File: src/rtl/maxpool_1d_stream_if.sv
// Valid/ready stream bundle shared by the pooling stage and its neighbours.
// The producer uses the master view and the consumer uses the slave view.
interface maxpool_1d_stream_if #(
  parameter int WIDTH = 8
);
  logic [WIDTH-1:0] data;
  logic             valid;
  logic             ready;

  modport master (output data, output valid, input ready);
  modport slave  (input data, input valid, output ready);
endinterface

File: src/rtl/maxpool_1d_stream.sv
// Non-overlapping 1-D max pooling over signed samples.
// Windows restart at every upstream vector boundary, and each window result is held in a single output register.
module maxpool_1d_stream #(
  parameter int WIDTH   = 8,
  parameter int WIN     = 2,
  parameter int VEC_LEN = 5
) (
  input logic                 clk,
  input logic                 reset,
  maxpool_1d_stream_if.slave  s_y,
  maxpool_1d_stream_if.master m_z
);

  localparam int WCW = $clog2(WIN) + 1;
  localparam int PW  = $clog2(VEC_LEN) + 1;
  localparam logic [WCW-1:0] WinLast = WCW'(WIN - 1);
  localparam logic [PW-1:0]  PosLast = PW'(VEC_LEN - 1);

  logic [WCW-1:0]          winCnt_q, winCnt_d;
  logic [PW-1:0]           pos_q, pos_d;
  logic signed [WIDTH-1:0] runMax_q, runMax_d;
  logic [WIDTH-1:0]        outData_q, outData_d;
  logic                    outValid_q, outValid_d;

  logic signed [WIDTH-1:0] sample;
  logic signed [WIDTH-1:0] merged;
  logic                    sReady;
  logic                    accept;
  logic                    closeWin;

  // A sample may enter whenever the output slot is empty or being drained this cycle.
  assign sReady    = !reset && (!outValid_q || m_z.ready);
  assign s_y.ready = sReady;
  assign accept    = s_y.valid && sReady;
  assign sample    = $signed(s_y.data);
  assign closeWin  = (winCnt_q == WinLast) || (pos_q == PosLast);
  assign merged    = ((winCnt_q == '0) || (sample > runMax_q)) ? sample : runMax_q;

  assign m_z.data  = outData_q;
  assign m_z.valid = outValid_q;

  always_comb begin
    winCnt_d   = winCnt_q;
    pos_d      = pos_q;
    runMax_d   = runMax_q;
    outData_d  = outData_q;
    outValid_d = outValid_q;
    if (outValid_q && m_z.ready) begin
      outValid_d = 1'b0;
    end
    if (accept) begin
      runMax_d = merged;
      if (closeWin) begin
        outData_d  = merged;
        outValid_d = 1'b1;
        winCnt_d   = '0;
      end else begin
        winCnt_d = winCnt_q + WCW'(1);
      end
      pos_d = (pos_q == PosLast) ? '0 : pos_q + PW'(1);
    end
  end

  always_ff @(posedge clk) begin
    if (reset) begin
      winCnt_q   <= '0;
      pos_q      <= '0;
      runMax_q   <= '0;
      outData_q  <= '0;
      outValid_q <= 1'b0;
    end else begin
      winCnt_q   <= winCnt_d;
      pos_q      <= pos_d;
      runMax_q   <= runMax_d;
      outData_q  <= outData_d;
      outValid_q <= outValid_d;
    end
  end

endmodule

File: src/flat_wrapper.sv
// flat-port wrapper written by rule: the top's interface ports become plain ports
module maxpool_1d_stream_flat 
#(
  parameter int WIDTH   = 8,
  parameter int WIN     = 2,
  parameter int VEC_LEN = 5
)
  (clk, reset, s_y_data, s_y_valid, s_y_ready, m_z_data, m_z_valid, m_z_ready);
  maxpool_1d_stream_if #(.WIDTH(WIDTH)) s_y_i ();
  maxpool_1d_stream_if #(.WIDTH(WIDTH)) m_z_i ();
  input logic clk;
  input logic reset;
  input wire logic [$bits(s_y_i.data)-1:0] s_y_data;
  input wire logic [$bits(s_y_i.valid)-1:0] s_y_valid;
  output wire logic [$bits(s_y_i.ready)-1:0] s_y_ready;
  output wire logic [$bits(m_z_i.data)-1:0] m_z_data;
  output wire logic [$bits(m_z_i.valid)-1:0] m_z_valid;
  input wire logic [$bits(m_z_i.ready)-1:0] m_z_ready;
  assign s_y_i.data = s_y_data;
  assign s_y_i.valid = s_y_valid;
  assign s_y_ready = s_y_i.ready;
  assign m_z_data = m_z_i.data;
  assign m_z_valid = m_z_i.valid;
  assign m_z_i.ready = m_z_ready;
  maxpool_1d_stream #(.WIDTH(WIDTH), .WIN(WIN), .VEC_LEN(VEC_LEN)) u_core (.clk(clk), .reset(reset), .s_y(s_y_i), .m_z(m_z_i));
endmodule
File: config.mk
export PLATFORM = sky130hd
export DESIGN_NAME = maxpool_1d_stream_flat
export DESIGN_NICKNAME = d
export VERILOG_FILES = /design/src/rtl/maxpool_1d_stream_if.sv /design/src/rtl/maxpool_1d_stream.sv /design/src/flat_wrapper.sv
export SDC_FILE = /design/constraint.sdc
export NUM_CORES = 1
export LEC_CHECK = 0
export ABC_AREA = 1
export BUFFER_PORTS_ARGS = -buffer_cell sky130_fd_sc_hd__buf_2
export CAP_MARGIN = 0
export CORE_MARGIN = 3
export CORE_UTILIZATION = 50
export DETAILED_ROUTE_END_ITERATION = 10
export PLACE_DENSITY = 0.73
export SLEW_MARGIN = 20
export SYNTH_ARGS = -nofsm -noshare
export SYNTH_HDL_FRONTEND = slang
export SYNTH_SLANG_ARGS = --single-unit
File: constraint.sdc
create_clock -name clk -period 2.25 [get_ports clk]
set_clock_uncertainty 0.1 [all_clocks]
set_input_delay 0.3375 -clock clk [delete_from_list [all_inputs] [get_ports clk]]
set_output_delay 0.3375 -clock clk [all_outputs]
set_load 0.02 [all_outputs]
==> results.md, run 1 <==
* Critical path capture point type: flip-flop
* Post-CTS Setup Repair Bufs at 0
* Status: finished, final reports clean
* # rows at 18
* Num CTS Buffers at 3
* RSZ-0062 raised after global routing: false
* Synth Area in Compound Gates at 7.62%
* Die Wd at 58.5 um
* Top cells by count, synth: inv_1, nand2_1, nand3_1
* FF+latch count, synth at 23
* Via count at 1252
* Critical path buffers and inverters at 2
* Worst Path Required at 2.39 ns
* Max-cap viol count at 0
* Final core area utilization at 60.0%
* Vias/cell at 5.07
* Die area at 3420 um^2
* Vias in the first global route at 1255
* Final Max Tran Viols at 0
* First-pass GRT wire length at 5160 um
* Largest family of logic cells by synthesized area: simple AND/OR/NAND/NOR gates
* DR pass1 iterations at 4
* Top delay family on crit path: simple AND/OR/NAND/NOR gates
* Number of nets in the layout at 242
* Multiplexer area fraction after synthesis at 0%
* Relative slew slack at 72.4%
* CTS max path bufs at 2
* Avg WL per Cell at 12.0 um
* I/O Buffers at 21
* Count leader, synth: inv_1
* Hpwl dp at 2250 um
* CORE AREA at 2540 um^2
* Fraction of layout cells with a size suffix above 1 at 19.8%
* Tightest Pin Transition at 0.412 ns
* Fill cells at 245
* GRT Util Overall at 19.3%
* CP Launch Type: flip-flop
* Simple-gate area share of the yosys netlist at 34.9%
* Diodes inserted at 0
* Syn Nets at 219
* Arrival time worst endpoint at 2.03 ns
* Number of antenna violations at the first check in global routing at 0
* Async S/R FF share, synth at 0%
* Worst-path cell chain: inv_1 -> ha_1 -> a21oi_1 -> nor2_1 -> nor2_2 -> nand3_1 -> nand3_4 -> nand2_4 -> nand2_2 -> nand3_1 -> nand2_1 -> inv_1
* H-tree depth at 1
* Final Hold Fails at 0
* GR Overflow Total at 0
* Top-area cell type share of the netlist area at 33.4%
* First DRT Iteration DRCs at 47
* Starting Density at 54.2%
* Synth cell types at 22
* Fin crit period at 1.89 ns
* Cts-stage hold buffer count at 0
* Synth Instances at 195
* Area Overhead vs Synth at 10.7%
* Post-synth EDFFs at 0
* Max rail drop VDD at 0.000331 V
* Post-synthesis area per instance at 7.07 um^2
* XOR/XNOR Fraction of Synth Area at 0.635%
* CTS Sinks at 23
* Post-CTS resize count at 0
* Post-Route Setup TNS at 0 ns
* Synth warn at 0
* Critical-path top delay cell: dfxtp_1
* Post-synthesis sequential area ratio at 33.4%
* Setup violators final at 0
* Leakage at 0.833 nW
* Final WL at 2970 um
* Mapped Area at 1380 um^2
* Clock-pin slew on the worst setup and hold paths at 0.14 ns
* Routed Antenna Nets at 0
* Final period util at 83.8%
* Fmax at 530 MHz
* CP max FO at 9
* Power Density at 567 nW/um^2
* Num ports at 22
* Main flop type after synthesis: dfxtp_1
* Drt drc at 0
* Synth area leaders: dfxtp_1, ha_1, inv_1
* Worst setup path class: reg2reg
* Area leader, netlist: dfxtp_1
* Root Buffer: clkbuf_4
* Gpl congestion at 0.819
* Max stage delay on crit path at 0.35 ns
* Die Y at 58.5 um
* Pin count of the biggest net entering global routing at 19
* Area share of fa/ha/maj cells after synthesis at 10.9%
* CTS tree: yes
* Clk_lat worst skew at 0.32 ns
* Worst Hold Class: in2reg
==> worst paths after layout <==
check | startpoint | end | slack, ns | depth (start not counted)
hold / removal | s_y_data[5] | u_core.runMax_q[5] | 0.23 | 5
setup reg to reg | u_core.runMax_q[5] | u_core.m_z.data[0] | 0.36 | 12
hold reg to reg | u_core.pos_q[1] | u_core.pos_q[1] | 0.41 | 2
setup / recovery | u_core.runMax_q[5] | u_core.m_z.data[0] | 0.36 | 12
==> sequential cells by signal (all words and copies together), names as in the netlist <==
| signal | cells |
|---|---|
| u_core.m_z.data | 8 |
| u_core.runMax_q | 8 |
| u_core.pos_q | 4 |
| u_core.winCnt_q | 2 |
| u_core.m_z.valid | 1 |
==> worst register-to-register path, stage by stage, from the launching register on <==
cell and delay, ns:
dfxtp_1 0.35, inv_1 0.06, ha_1 0.29, a21oi_1 0.15, nor2_1 0.06, nor2_2 0.10, nand3_1 0.12, nand3_4 0.16
nand2_4 0.13, nand2_2 0.10, nand3_1 0.08, nand2_1 0.08, inv_1 0.04
==> routing by layer <==
layer | GRT usage (%) | share of wire [%] | up-vias
met1 | 23.2 | 45 | 565
met2 | 34.0 | 49 | 27
met3 | 2.63 | 3.6 | 6
li1 | - | - | 654
met5 | 0 | 0 | -
met4 | 8.61 | 2.0 | 0
==> area by class of cell <==
class | count | area, um^2 | area share (%)
inverter | 38 | 143 | 9.34
clock buffer | 3 | 22.5 | 1.48
clock inverter | 1 | 5.00 | 0.328
sequential | 23 | 460 | 30.2
multi-input combinational | 130 | 746 | 48.9
timing repair buffer | 22 | 113 | 7.38
tap | 30 | 37.5 | 2.46
==> cell families (layout without fill, tap and decap cells) <==
logic type,count (synthesis),count (layout)
AND/OR/NAND/NOR,99,99
adder cells (fa/ha/maj),12,12
AO/OA/AOI/OAI,18,18
XOR/XNOR,1,1
buffers and inverters,42,64
flip-flops,23,23
==> per-stage QoR <==
| stage | power, mW | area [um^2] | cells | hold WS, ns | setup WS [ns] |
|---|---|---|---|---|---|
| after floorplan | 0.620 | 1380 | 195 | 0.364 | 0.571 |
| after detailed placement | 0.676 | 1500 | 243 | 0.395 | 0.279 |
| after CTS | 0.871 | 1530 | 247 | 0.232 | 0.354 |
| after global placement | 0.668 | 1500 | 243 | 0.381 | 0.315 |
| final | 0.866 | 1530 | 247 | 0.233 | 0.364 |
| after global routing | 0.926 | 1530 | 247 | 0.257 | 0.186 |
==> where the power goes <==
group / switching [mW] / internal [mW] / total [mW]
Sequential: 0.0150 / 0.434 / 0.449
Combinational: 0.141 / 0.0779 / 0.219
Clock: 0.132 / 0.0665 / 0.199
==> cells in the final DEF, fill, tap and decap left out, drive strengths merged <==
cell type	instances
nand2	42
nor2	26
dfxtp	23
nand3	28
inv	36
xor2	1
a22oi	1
nand4	1
ha	12
a21oi	6
clkbuf	3
buf	22
nor3b	2
clkinv	3
o21ai	10
a31oi	1
Power figures use the tool's default switching activity.
==> run 2: changes to the inputs <==
--- a/config.mk
+++ b/config.mk
@@ -11,7 +11,7 @@
 export CORE_MARGIN = 3
 export CORE_UTILIZATION = 50
 export DETAILED_ROUTE_END_ITERATION = 10
-export PLACE_DENSITY = 0.73
+export PLACE_DENSITY = 0.76
 export SLEW_MARGIN = 20
 export SYNTH_ARGS = -nofsm -noshare
 export SYNTH_HDL_FRONTEND = slang
==> constraint.sdc (replaced) <==
create_clock -name clk -period 1.65 [get_ports clk]
set_clock_uncertainty 0.1 [all_clocks]
set_input_delay 0.2475 -clock clk [delete_from_list [all_inputs] [get_ports clk]]
set_output_delay 0.2475 -clock clk [all_outputs]
set_load 0.02 [all_outputs]
==> run 2 against run 1 <==
Compared with the run above: the flow now finishes with violations (negative setup slack); core utilization grew 14 points; power up 57%; worst hold slack worse by 0.066 ns; flip-flop and latch count unchanged; first-iteration DRC count rose by 8.5%; combinational power grew 120%; non-clock buffer count is 18 higher; via count increased by 9.0%; fmax increased by 0.91%; clock power rose by 35%; largest cell class unchanged; highest routed layer unchanged.
==> results.md, run 2 (synthesis results as in run 1) <==
* Setup violators final at 16 (+16)
* Routed Antenna Nets at 0 (unchanged)
* Die Wd at 58.5 um (unchanged)
* Fmax at 535 MHz (+0.91%)
* Number of antenna violations at the first check in global routing at 0 (unchanged)
* # rows at 18 (unchanged)
* Gpl congestion at 0.790 (-3.5%)
* Final Hold Fails at 0 (unchanged)
* CTS Sinks at 23 (unchanged)
* Vias in the first global route at 1245 (-0.80%)
* Tightest Pin Transition at 0.441 ns (+0.0289 ns)
* Failing checks: negative setup slack
* CTS tree: yes
* Fraction of layout cells with a size suffix above 1 at 42.8% (+23 points)
* CP Launch Type: flip-flop
* Diodes inserted at 0 (unchanged)
* Final Max Tran Viols at 0 (unchanged)
* Leakage at 0.942 nW (+13%)
* Critical path capture point type: flip-flop
* Area Overhead vs Synth at 37.1%
* Num CTS Buffers at 3 (unchanged)
* Worst Path Required at 1.78 ns (-0.61 ns)
* Hold slack at 0.167 ns (-0.0660 ns)
* H-tree depth at 1 (unchanged)
* Starting Density at 54.2% (unchanged)
* Max-cap viol count at 0 (unchanged)
* Worst Setup SP: u_core.runMax_q[4]
* Commonest non-fill, non-tap cell in the layout: inv_1
* Clk_lat worst skew at 0.32 ns (about the same)
* Pin count of the biggest net entering global routing at 19 (unchanged)
* Worst setup path class: reg2reg
* Setup WS post-layout at -0.219 ns (-0.583 ns)
* First-pass GRT wire length at 5330 um (+3.2%)
* Vias/cell at 5.13 (+1.2%)
* Fin crit period at 1.87 ns (-0.0170 ns)
* GRT Util Overall at 19.9% (+0.58 points)
* Arrival time worst endpoint at 2.00 ns (-0.03 ns)
* Number of nets in the layout at 261 (+7.9%)
* Max rail drop VDD at 0.000630 V (+90%)
* Cts-stage hold buffer count at 0 (unchanged)
* Pre-CTS setup slack at -0.223 ns (-0.502 ns)
* I/O Buffers at 21 (unchanged)
* CTS max path bufs at 2 (unchanged)
* CP max FO at 8 (-1)
* Power Density at 717 nW/um^2 (+26%)
* Root Buffer: clkbuf_4
* CORE AREA at 2540 um^2 (unchanged)
* DR pass1 iterations at 4 (unchanged)
* Status: finished with violations
* Clock-pin slew on the worst setup and hold paths at 0.12 ns (-0.02 ns)
* Crit Reg-Reg Startpoint: u_core.runMax_q[4]
* Via count at 1365 (+9.0%)
* Die Y at 58.5 um (unchanged)
* Final period util at 113% (+29 points)
* Drt drc at 0 (unchanged)
* Relative slew slack at 70.5% (-1.9 points)
* Num ports at 22 (unchanged)
* Fill cells at 176 (-28%)
* Hold Path Origin: s_y_valid
* RSZ-0062 raised after global routing: true
* Worst Hold Class: in2reg
* Most frequent cells in the layout: inv_1, nand2_1, nor2_1, buf_2, buf_4
* Die area at 3420 um^2 (unchanged)
* GR Overflow Total at 0 (unchanged)
* Avg WL per Cell at 12.9 um (+7.0%)
* Post-Route Setup TNS at -3.11 ns (-3.11 ns)
* Hpwl dp at 2340 um (+3.7%)
* First DRT Iteration DRCs at 51 (+8.5%)
* Final WL at 3420 um (+15%)
[run 2: changes by cell type in the layout (fill, tap and decap cells not counted), moves of 7 or more]
cell     delta
nand3_1    -14
dfxtp_2     +7
buf_4      +18
nand3_2    +14
dfxtp_1     -7
[run 2: worst max-delay path, cell delays in order (launching register included)]
cell,delay [ns]
dfxtp_2,0.35
inv_1,0.08
ha_4,0.27
nand2_2,0.07
nor2_4,0.12
nand4_1,0.18
nand3_4,0.21
nand2_8,0.12
nand2_2,0.10
nand3_1,0.08
nand2_1,0.08
inv_1,0.04
[run 2: path summary, 6_finish.rpt]
path | slack (ns) | depth (start not counted) | endpoint
hold / removal | 0.17 | 3 | u_core.pos_q[1]
hold reg to reg | 0.41 | 2 | u_core.pos_q[1]
setup / recovery | -0.22 | 11 | u_core.m_z.data[0]
setup reg to reg | -0.22 | 11 | u_core.m_z.data[0]
[run 2: per-stage QoR]
stage	instance area, um^2	util, %	total power [mW]	instances
after floorplan	1450	-	0.869	195
after global placement	1680	66.2	0.978	258
after detailed placement	1680	66.2	0.996	258
after CTS	1800	70.9	1.30	265
after global routing	1890	74.3	1.42	266
final	1890	74.3	1.36	266
[run 2: per-layer routing]
metal / wire length, um / track usage, % / share of wire (%)
met5: 0 / 0 / 0
met4: 31 / 4.97 / 0.91
met3: 234 / 2.63 / 6.8
met1: 1570 / 28.5 / 46
met2: 1590 / 31.4 / 46
[run 2: cell type report]
type	count	area (um^2)	share of cell area, %
Tap cell	30	37.5	1.99
Timing Repair Buffer	40	248	13.1
Clock buffer	4	26.3	1.39
Inverter	38	143	7.54
Sequential cell	23	469	24.8
Multi-Input combinational cell	131	967	51.2
[run 2: power by group]
| part | switching, mW | internal (mW) |
|---|---|---|
| Clock | 0.174 | 0.0948 |
| Combinational | 0.276 | 0.195 |
| Sequential | 0.0224 | 0.595 |
[run 2: timing repair]
item | CTS | global route
setup buffers | 2 | 1
endpoints found under the setup margin | 16 | 17
resized for setup | 14 | 16
gates cloned | 1 | 0
pin swaps | 7 | 2
==> run 3: changes to the inputs <==
--- a/config.mk
+++ b/config.mk
@@ -11,7 +11,7 @@
 export CORE_MARGIN = 3
 export CORE_UTILIZATION = 50
 export DETAILED_ROUTE_END_ITERATION = 10
-export PLACE_DENSITY = 0.76
+export PLACE_DENSITY = 0.81
 export SLEW_MARGIN = 20
 export SYNTH_ARGS = -nofsm -noshare
 export SYNTH_HDL_FRONTEND = slang
==> run 3 against run 2 <==
Compared with the run above: the flow still finishes with violations (negative setup slack); wire length grew 14%; power grew 4.5%; critical endpoint is now u_core.m_z.data[3]; combinational power grew 12%.
==> results.md, run 3 (synthesis results as in run 1) <==
* Status: finished with violations
* Failing checks: negative setup slack
* Reg2reg path depth at 13 (+2)
* First DRT Iteration DRCs at 80 (+57%)
* Most frequent cells in the layout: inv_1, nand2_1, buf_4
* CTS tree: yes
* Hold slack at 0.184 ns (+0.0166 ns)
* Reg power frac at 43.6% (-1.9 points)
* Final WL at 3890 um (+14%)
* Worst Path Required at 1.78 ns (about the same)
* GRT Util Overall at 22.6% (+2.7 points)
* Crit Reg-Reg Startpoint: u_core.runMax_q[5]
* Top delay family on crit path: simple AND/OR/NAND/NOR gates
* Fraction of layout cells with a size suffix above 1 at 42.3% (-0.54 points)
* I/O Buffers at 21 (unchanged)
* Avg WL per Cell at 14.4 um (+12%)
* Die area at 3420 um^2 (unchanged)
* Area Overhead vs Synth at 39.0%
* Final Hold Fails at 0 (unchanged)
* Hpwl dp at 2310 um (-0.91%)
* Critical path buffers and inverters at 2 (unchanged)
* Vias in the first global route at 1367 (+9.8%)
* Clock-pin slew on the worst setup and hold paths at 0.14 ns (+0.02 ns)
* Fin crit period at 2.00 ns (+0.135 ns)
* Fmax at 499 MHz (-6.7%)
* P_int at 912 uW (+3.1%)
* Max-cap viol count at 0 (unchanged)
* Setup violators final at 16 (unchanged)
* Hold Path Origin: m_z_ready
* Worst Hold Class: in2reg
* Via count at 1429 (+4.7%)
* Number of nets in the layout at 264 (+1.1%)
* Leakage at 0.963 nW (+2.2%)
* Post-Route Setup TNS at -4.03 ns (-0.921 ns)
* Gpl congestion at 0.813 (+2.8%)
* Worst setup path class: reg2reg
* Critical-path top delay cell: dfxtp_2
* Combinational share of power at 37.1% (+2.4 points)
* CORE AREA at 2540 um^2 (unchanged)
* Root Buffer: clkbuf_4
* Relative slew slack at 68.0% (-2.5 points)
* Die Y at 58.5 um (unchanged)
* RSZ-0062 raised after global routing: true
* Psw at 505 uW (+7.1%)
* Pin count of the biggest net entering global routing at 19 (unchanged)
* CTS Sinks at 23 (unchanged)
* Die Wd at 58.5 um (unchanged)
* Setup WS post-layout at -0.354 ns (-0.135 ns)
* Vias/cell at 5.31 (+3.5%)
* GR Overflow Total at 0 (unchanged)
* Max rail drop VDD at 0.000531 V (-16%)
* Hold worst-path end: u_core.m_z.valid
* Worst-path cell chain: inv_2 -> ha_4 -> nand2_4 -> nor2_4 -> nand2_2 -> nand2_2 -> nand2_4 -> nand3_4 -> nand2_8 -> nand2_2 -> nand3_1 -> nand2_1 -> inv_1
* Num ports at 22 (unchanged)
* Power Density at 740 nW/um^2 (+3.1%)
* Final period util at 121% (+8.2 points)
* CTS max path bufs at 2 (unchanged)
* Final Max Tran Viols at 0 (unchanged)
* Clk_lat worst skew at 0.31 ns (about the same)
* Diodes inserted at 0 (unchanged)
* Num CTS Buffers at 3 (unchanged)
* Fill cells at 191 (+8.5%)
* # rows at 18 (unchanged)
* CP max FO at 8 (unchanged)
* Pre-CTS setup slack at -0.277 ns (-0.0543 ns)
* Crit path top cell by count: nand2_2
* Reg-to-reg slack, setup at -0.35 ns (-0.13 ns)
* Dpl cell area at 1690 um^2 (+0.45%)
* Clock power share at 19.3% (-0.5 points)
* Critical path capture point type: flip-flop
* H-tree depth at 1 (unchanged)
* WHS Path Cells at 4 (+1)
* Tightest Pin Transition at 0.479 ns (+0.0378 ns)
* Design Area, Final at 1920 um^2 (+1.4%)
* CP Launch Type: flip-flop
* Drt drc at 0 (unchanged)
* First-pass GRT wire length at 5950 um (+12%)
* DR pass1 iterations at 4 (unchanged)
* Number of antenna violations at the first check in global routing at 0 (unchanged)
* Arrival time worst endpoint at 2.13 ns (+0.13 ns)
* R2r endpoint: u_core.m_z.data[3]
* Starting Density at 54.2% (unchanged)
* Commonest non-fill, non-tap cell in the layout: inv_1
* Routed Antenna Nets at 0 (unchanged)
* Sw Ratio at 35.6% (+0.87 points)
* Max stage delay on crit path at 0.36 ns (about the same)
-- run 3: cell types whose count changed in the layout (fill, tap and decap cells not counted), moves of 2 or more --
| cell | before | now |
|---|---|---|
| buf_4 | 19 | 22 |
| inv_1 | 31 | 29 |
| inv_2 | 5 | 7 |
| nand2_2 | 10 | 7 |
| nand2_4 | 5 | 7 |
| nand3_1 | 13 | 17 |
| nand3_2 | 14 | 9 |
-- run 3: metrics by stage --
step,total power [mW],std cells,util (%)
2_1_floorplan,0.869,195,-
3_3_place_gp,0.987,259,66.5
3_5_place_dp,1.00,259,66.5
4_1_cts,1.33,267,72.5
5_1_grt,1.48,269,75.3
6_report,1.42,269,75.3
-- run 3: power by group through the flow --
stage                     Sequential [mW]  Combinational [mW]  Clock, mW
final                               0.618               0.526      0.273
after global placement              0.627               0.360          0
after detailed placement            0.628               0.374          0
after CTS                           0.617               0.447      0.268
after floorplan                     0.634               0.235          0
after global routing                0.622               0.569      0.289
-- run 3: final cells by class --
cell class	count	area [um^2]	area share, %
tap	30	37.5	1.96
multi-input combinational	131	971	50.7
clock buffer	4	26.3	1.37
inverter	38	143	7.44
sequential	23	469	24.5
timing repair buffer	43	270	14.1
-- run 3: worst register-to-register path, delay by kind of cell (launching register included) --
family	cells	cell delay (ns)
simple gates	10	1.07
flops	1	0.36
buf+inv	2	0.10
fa+ha+maj	1	0.29
-- run 3: worst max path at each step --
stage,start,endpoint,slack (ns),cells after the start
after global routing,u_core.runMax_q[4],u_core.m_z.data[3],-0.42,13
after detailed placement,s_y_data[5],u_core.m_z.data[1],-0.28,13
after floorplan,u_core.runMax_q[3],u_core.runMax_q[5],-0.008,15
after global placement,s_y_data[7],u_core.m_z.data[1],-0.20,13
after CTS,u_core.runMax_q[5],u_core.runMax_q[7],-0.18,13
final,u_core.runMax_q[5],u_core.m_z.data[3],-0.35,13
-- run 3: per-layer routing --
metal | track usage (%) | part of all wire [%] | up-vias
met5 | 0 | 0 | -
met4 | 9.93 | 2.9 | 0
met3 | 5.04 | 8.5 | 16
met2 | 38.0 | 48 | 69
met1 | 27.4 | 40 | 644
li1 | - | - | 700
-- run 3: timing repair --
item | CTS | global route
buffers inserted | 3 | 2
hold buffers | 0 | 0
resized for setup | 22 | 10
hold endpoints to repair | 0 | 0
gates cloned | 1 | 0
pin swaps | 12 | 12
endpoints found under the setup margin | 16 | 16
